### config.mk
export PLATFORM = sky130hd
export DESIGN_NAME = cmp_arbiter_flat
export DESIGN_NICKNAME = d
export VERILOG_FILES = /design/src/rtl/cmp_pkg.sv /design/src/rtl/cmp_arbiter_if.sv /design/src/rtl/cmp.sv /design/src/rtl/cmp_arbiter.sv /design/src/flat_wrapper.sv
export SDC_FILE = /design/constraint.sdc
export NUM_CORES = 1
export LEC_CHECK = 0
export CORE_MARGIN = 2
export CORE_UTILIZATION = 36
export DETAILED_ROUTE_END_ITERATION = 16
export GPL_ROUTABILITY_DRIVEN = 0
export PLACE_DENSITY_LB_ADDON = 0.12
export REMOVE_ABC_BUFFERS = 1
export SYNTH_ARGS = -nofsm -noshare
export SYNTH_HDL_FRONTEND = slang
export SYNTH_SLANG_ARGS = --single-unit
### constraint.sdc
create_clock -name clk -period 4 [get_ports clk]
set_clock_uncertainty 0.2 [all_clocks]
set_input_delay 0.4 -clock clk [delete_from_list [all_inputs] [get_ports clk]]
set_output_delay 0.4 -clock clk [all_outputs]
set_load 0.05 [all_outputs]
### src/rtl/cmp_pkg.sv
// Shared constants for the comparator arbiter slice.
// Function codes and requester port indices.
package cmp_pkg;

    localparam logic [2:0] CMP_EQ  = 3'b000;
    localparam logic [2:0] CMP_NE  = 3'b001;
    localparam logic [2:0] CMP_LT  = 3'b100;
    localparam logic [2:0] CMP_GE  = 3'b101;
    localparam logic [2:0] CMP_LTU = 3'b110;
    localparam logic [2:0] CMP_GEU = 3'b111;

    localparam logic CMP_PORT_BR  = 1'b0;
    localparam logic CMP_PORT_ALU = 1'b1;

endpackage

### src/rtl/cmp_arbiter_if.sv
// Request/response handshake bundle for one comparator client.
// master = requester side, slave = arbiter side.
interface cmp_arbiter_if #(
    parameter int TAG_W = 4
);
    logic             req_valid;
    logic             req_ready;
    logic [31:0]      req_a;
    logic [31:0]      req_b;
    logic [2:0]       req_fn;
    logic [TAG_W-1:0] req_tag;
    logic             resp_valid;
    logic             resp_ready;
    logic             resp_result;
    logic [TAG_W-1:0] resp_tag;

    modport master (
        output req_valid, req_a, req_b, req_fn, req_tag, resp_ready,
        input  req_ready, resp_valid, resp_result, resp_tag
    );

    modport slave (
        input  req_valid, req_a, req_b, req_fn, req_tag, resp_ready,
        output req_ready, resp_valid, resp_result, resp_tag
    );
endinterface

### src/rtl/cmp.sv
// Single registered 32-bit compare stage.
// Result appears one edge after the operands are presented.
module cmp
    import cmp_pkg::*;
(
    input  logic        clk,
    input  logic        reset,
    input  logic [31:0] a,
    input  logic [31:0] b,
    input  logic [2:0]  fn,
    output logic        result
);

    logic eq;
    logic slt;
    logic ult;
    logic nxt;

    // decode function code into the compare outcome
    always_comb begin
        eq  = (a == b);
        slt = ($signed(a) < $signed(b));
        ult = (a < b);
        nxt = 1'b0;
        unique case (fn)
            CMP_EQ:  nxt = eq;
            CMP_NE:  nxt = !eq;
            CMP_LT:  nxt = slt;
            CMP_GE:  nxt = !slt;
            CMP_LTU: nxt = ult;
            CMP_GEU: nxt = !ult;
            default: nxt = eq ^ fn[0];
        endcase
    end

    // register the compare outcome
    always_ff @(posedge clk) begin
        if (reset) result <= 1'b0;
        else       result <= nxt;
    end

endmodule

### src/rtl/cmp_arbiter.sv
// Round-robin share of one registered comparator between the
// branch port (0) and the ALU slt port (1), with response slots.
module cmp_arbiter
    import cmp_pkg::*;
#(
    parameter int TAG_W = 4
) (
    input  logic         clk,
    input  logic         reset,
    input  logic         flush,
    cmp_arbiter_if.slave p0,
    cmp_arbiter_if.slave p1
);

    logic [1:0]       req_v;
    logic [1:0]       resp_rdy;
    logic [1:0]       busy;
    logic [1:0]       drain;
    logic [1:0]       elig;
    logic [1:0]       gnt;
    logic [1:0]       slot_v;
    logic [1:0]       slot_res;
    logic [TAG_W-1:0] slot_tag [2];

    logic             rr_ptr;
    logic             fl_v;
    logic             fl_port;
    logic [TAG_W-1:0] fl_tag;

    logic             sel;
    logic [31:0]      cmp_a;
    logic [31:0]      cmp_b;
    logic [2:0]       cmp_fn;
    logic [TAG_W-1:0] sel_tag;
    logic             cmp_res;

    assign req_v    = {p1.req_valid, p0.req_valid};
    assign resp_rdy = {p1.resp_ready, p0.resp_ready};

    assign busy  = fl_v ? (fl_port ? 2'b10 : 2'b01) : 2'b00;
    assign drain = slot_v & resp_rdy;
    assign elig  = req_v & ~busy & (~slot_v | drain)
                 & {2{~flush & ~reset}};

    // pick one eligible port, rr_ptr breaks ties
    always_comb begin
        gnt = 2'b00;
        unique case (1'b1)
            (elig == 2'b11): gnt = rr_ptr ? 2'b10 : 2'b01;
            default:         gnt = elig;
        endcase
    end

    assign sel     = gnt[1];
    assign cmp_a   = sel ? p1.req_a   : p0.req_a;
    assign cmp_b   = sel ? p1.req_b   : p0.req_b;
    assign cmp_fn  = sel ? p1.req_fn  : p0.req_fn;
    assign sel_tag = sel ? p1.req_tag : p0.req_tag;

    cmp u_cmp (
        .clk    (clk),
        .reset  (reset),
        .a      (cmp_a),
        .b      (cmp_b),
        .fn     (cmp_fn),
        .result (cmp_res)
    );

    // track the op inside cmp and advance the round-robin pointer
    always_ff @(posedge clk) begin
        if (reset) begin
            fl_v    <= 1'b0;
            fl_port <= CMP_PORT_BR;
            fl_tag  <= '0;
            rr_ptr  <= CMP_PORT_BR;
        end else begin
            fl_v <= |gnt;
            if (|gnt) begin
                fl_port <= gnt[1] ? CMP_PORT_ALU : CMP_PORT_BR;
                fl_tag  <= sel_tag;
                rr_ptr  <= gnt[0] ? CMP_PORT_ALU : CMP_PORT_BR;
            end
        end
    end

    for (genvar i = 0; i < 2; i++) begin : g_slot
        logic             v;
        logic             r;
        logic [TAG_W-1:0] t;

        // one-entry response buffer: fill wins over drain
        always_ff @(posedge clk) begin
            if (reset) begin
                v <= 1'b0;
                r <= 1'b0;
                t <= '0;
            end else if (flush) begin
                v <= 1'b0;
            end else if (busy[i]) begin
                v <= 1'b1;
                r <= cmp_res;
                t <= fl_tag;
            end else if (drain[i]) begin
                v <= 1'b0;
            end
        end

        assign slot_v[i]   = v;
        assign slot_res[i] = r;
        assign slot_tag[i] = t;
    end

    assign p0.req_ready   = gnt[0];
    assign p1.req_ready   = gnt[1];
    assign p0.resp_valid  = slot_v[0];
    assign p1.resp_valid  = slot_v[1];
    assign p0.resp_result = slot_res[0];
    assign p1.resp_result = slot_res[1];
    assign p0.resp_tag    = slot_tag[0];
    assign p1.resp_tag    = slot_tag[1];

endmodule

### src/flat_wrapper.sv
// flat-port wrapper written by rule: the top's interface ports become plain ports
module cmp_arbiter_flat import cmp_pkg::*;
#(
    parameter int TAG_W = 4
)
  (clk, reset, flush, p0_req_valid, p0_req_a, p0_req_b, p0_req_fn, p0_req_tag, p0_resp_ready, p0_req_ready, p0_resp_valid, p0_resp_result, p0_resp_tag, p1_req_valid, p1_req_a, p1_req_b, p1_req_fn, p1_req_tag, p1_resp_ready, p1_req_ready, p1_resp_valid, p1_resp_result, p1_resp_tag);
  cmp_arbiter_if #(.TAG_W(TAG_W)) p0_i ();
  cmp_arbiter_if #(.TAG_W(TAG_W)) p1_i ();
  input  logic clk;
  input  logic reset;
  input  logic flush;
  input wire logic [$bits(p0_i.req_valid)-1:0] p0_req_valid;
  input wire logic [$bits(p0_i.req_a)-1:0] p0_req_a;
  input wire logic [$bits(p0_i.req_b)-1:0] p0_req_b;
  input wire logic [$bits(p0_i.req_fn)-1:0] p0_req_fn;
  input wire logic [$bits(p0_i.req_tag)-1:0] p0_req_tag;
  input wire logic [$bits(p0_i.resp_ready)-1:0] p0_resp_ready;
  output wire logic [$bits(p0_i.req_ready)-1:0] p0_req_ready;
  output wire logic [$bits(p0_i.resp_valid)-1:0] p0_resp_valid;
  output wire logic [$bits(p0_i.resp_result)-1:0] p0_resp_result;
  output wire logic [$bits(p0_i.resp_tag)-1:0] p0_resp_tag;
  input wire logic [$bits(p1_i.req_valid)-1:0] p1_req_valid;
  input wire logic [$bits(p1_i.req_a)-1:0] p1_req_a;
  input wire logic [$bits(p1_i.req_b)-1:0] p1_req_b;
  input wire logic [$bits(p1_i.req_fn)-1:0] p1_req_fn;
  input wire logic [$bits(p1_i.req_tag)-1:0] p1_req_tag;
  input wire logic [$bits(p1_i.resp_ready)-1:0] p1_resp_ready;
  output wire logic [$bits(p1_i.req_ready)-1:0] p1_req_ready;
  output wire logic [$bits(p1_i.resp_valid)-1:0] p1_resp_valid;
  output wire logic [$bits(p1_i.resp_result)-1:0] p1_resp_result;
  output wire logic [$bits(p1_i.resp_tag)-1:0] p1_resp_tag;
  assign p0_i.req_valid = p0_req_valid;
  assign p0_i.req_a = p0_req_a;
  assign p0_i.req_b = p0_req_b;
  assign p0_i.req_fn = p0_req_fn;
  assign p0_i.req_tag = p0_req_tag;
  assign p0_i.resp_ready = p0_resp_ready;
  assign p0_req_ready = p0_i.req_ready;
  assign p0_resp_valid = p0_i.resp_valid;
  assign p0_resp_result = p0_i.resp_result;
  assign p0_resp_tag = p0_i.resp_tag;
  assign p1_i.req_valid = p1_req_valid;
  assign p1_i.req_a = p1_req_a;
  assign p1_i.req_b = p1_req_b;
  assign p1_i.req_fn = p1_req_fn;
  assign p1_i.req_tag = p1_req_tag;
  assign p1_i.resp_ready = p1_resp_ready;
  assign p1_req_ready = p1_i.req_ready;
  assign p1_resp_valid = p1_i.resp_valid;
  assign p1_resp_result = p1_i.resp_result;
  assign p1_resp_tag = p1_i.resp_tag;
  cmp_arbiter #(.TAG_W(TAG_W)) u_core (.clk(clk), .reset(reset), .flush(flush), .p0(p0_i), .p1(p1_i));
endmodule
==> impl_metrics.toml <==
[clock_network]
cts-root-to-sink-buffers = 2
ctsRootBufferMaster = "clkbuf_8"
cts_tree = "yes"
postCtsSetupBuffers = 0
htree_levels = 1
cts.sink_count = 20
postCtsHoldBufs = 0
cts-buffers-inserted = 3
worstSkewPairLatency_ps = 250
ctsResizeCount = 0
clkSlewWorstSetupHoldPaths_ps = 70

[timing]
timing.final.max_slew_violations = 0
post-route-min-period_ps = 3740
tightestPinTransition_ps = 994
final-setup-viol-count = 0
post-route-period-util_pct = 93.6
fin_hold_ws_ps = 300
setup_ws_ps = 257
slew-limit-headroom_pct = 33.2
rsz0062_at_grt = "false"
timing_hold_violations_final = 0
fmax_ghz = 0.267
setup_tns_ps = 0

[critical_path]
path_depth_of_the_worst_reg2reg_path = 12
worst_setup_path_start_kind = "primary input"
crit_path_cell_trace = "clkdlybuf4s50_1 > or3b_1 > a221oi_2 > and2_4 > buf_12 > mux2_2 > ha_1 > nand4_1 > nor4_1 > buf_4 > nand3_1 > o32a_1 > a31o_1"
critical_path.max_stage_delay_ps = 490
cp_max_delay_cell = "clkdlybuf4s50_1"
worst_ep_required_time_ps = 3950
crit_path_end_kind = "flip-flop"
worst-setup-path-type = "in2reg"
crit_fanout = 19
worst-endpoint-arrival_ps = 3700

[die]
dieArea_mm2 = 0.00705
design.core.area_mm2 = 0.00628
placementRows = 29
dieHeight_um = 84.0
die_span_x_um = 84.0
start_util_pct = 36.7
num_io_pins = 163

[global_routing]
globalRoute.totalOverflow = 0
first_global_vias = 2658
grt_max_degree = 27
grt_pass1_wl_um = 12200
antenna_found_initial = 0
grt_util_all_layers_pct = 20.7

[power_and_ir_drop]
leakage_nw = 1.63
vdd.ir_drop.worst_mv = 0.206
pwr_density_cell_mw_per_mm2 = 165
power_mw = 0.688

[yosys]
postSynth.topFlopCell = "dfxtp_1"
synth_commonest_cells = "mux2i_1 (47), ha_1 (32), mux2_2 (32)"
yosysUniqueCellTypes = 41
synth-warning-count = 0
async_flop_share_pct = 0
synthCells = 252
synth-edff-count = 0
synthesized_cell_area_mm2 = 0.00230
ys_top_cells_by_area = "mux2i_1 (20%), dfxtp_1 (17%), ha_1 (17%)"
netlist.top_cell.by_area = "mux2i_1"
most_repeated_cell_in_the_gate_level_netlist_after_synthesis = "mux2i_1"
ys_seq_elements = 20
synthDominantCellAreaShare_pct = 20.4
syn_avg_cell_area_um2 = 9.14
synth_sequential_area_ratio_pct = 17.4

[detailed_routing]
total_drc_errors_in_the_routed_layout = 0
detail-route-antenna-nets = 0
finalWirelength_um = 7190
drtIter0Drc = 83
route.detailed.wl_per_inst_um = 14.4
dr.pass1.iters = 4
detail_route.vias_per_cell = 5.09
vias = 2535

[placement]
dp.cells = 495
placement.io_buffers = 162
place_hpwl_um = 6110
post_dp_cell_area_mm2 = 0.00413
dpl_worst_slack_ps = -12.6

[final_layout]
n_diodes = 0
final_layout_size_suffix_gt1_share_pct = 12.8
utilization_pct = 66.5
finish.instance_area_mm2 = 0.00417
final.fill_count = 534
finalNonFillerCells = 498
synthesis_to_finish_area_growth_pct = 81.2
num-nets-final = 604

[hold_path]
min-delay-path-class = "reg2reg"
hold_path_depth = 2

[flow_run]
max_cap_violations = 0

[outcome]
outcome = "finished, final reports clean"
==> cells by family after synthesis <==
| group | count (synthesis) | share of synthesized area (%) |
|---|---|---|
| mux | 79 | 36.1 |
| simple gates | 57 | 12.5 |
| compound gates | 45 | 12.9 |
| fa+ha+maj | 32 | 17.4 |
| flops | 20 | 17.4 |
| buf+inv | 19 | 3.75 |
==> state kept, by name, summed over array words and instances (netlist names) <==
signal	count
u_core.p0.resp_valid	1
u_core.p0.resp_tag	4
u_core.p0.resp_result	1
u_core.fl_port	1
u_core.p1.resp_tag	4
u_core.p1.resp_valid	1
u_core.rr_ptr	1
u_core.fl_tag	4
u_core.p1.resp_result	1
u_core.u_cmp.result	1
u_core.fl_v	1
==> final cells by class <==
class | count | area [um2] | area share [%]
sequential | 20 | 400 | 9.60
multi-input combinational | 213 | 1820 | 43.6
inverter | 7 | 26.3 | 0.630
clock buffer | 3 | 41.3 | 0.990
timing repair buffer | 178 | 1790 | 42.9
tap | 77 | 96.3 | 2.31
==> placed cells by master, fill, tap and decap left out, drive strengths merged, types with 8 or more instances in the layout <==
cell type | netlist | routed
clkdlybuf4s50 | 0 | 161
mux2i | 47 | 47
mux2 | 32 | 32
ha | 32 | 32
dfxtp | 20 | 20
a21oi | 18 | 18
buf | 8 | 17
nor2 | 16 | 16
nand2 | 9 | 9
nand4 | 8 | 8
==> critical path: cells and delay by family <==
kind            cells  cell delay [ps]
simple gates        5             1070
buf+inv             3              820
compound gates      3              740
mux                 1              340
fa+ha+maj           1              320
==> path summary, 6_finish.rpt <==
check | to | slack (ps) | startpoint
setup / recovery | u_core.u_cmp.result | 260 | p1_req_valid
hold / removal | u_core.p0.resp_tag[3] | 300 | u_core.p0.resp_tag[3]
setup reg to reg | u_core.u_cmp.result | 590 | u_core.fl_v
hold reg to reg | u_core.p0.resp_tag[3] | 300 | u_core.p0.resp_tag[3]
==> power breakdown <==
part           total (mW)  leakage, nW  internal, mW  switching [mW]
Clock               0.130       0.0216        0.0670          0.0626
Combinational       0.346         1.44         0.227           0.119
Sequential          0.213        0.163         0.206         0.00615
Total               0.688         1.63         0.501           0.188
==> layer usage <==
| metal | GRT usage, % | share of wire [%] |
|---|---|---|
| met1 | 24.4 | 42 |
| met2 | 38.9 | 50 |
| met3 | 4.25 | 6.9 |
| met4 | 3.37 | 1.1 |
| met5 | 0 | 0 |
Power figures use the tool's default switching activity.
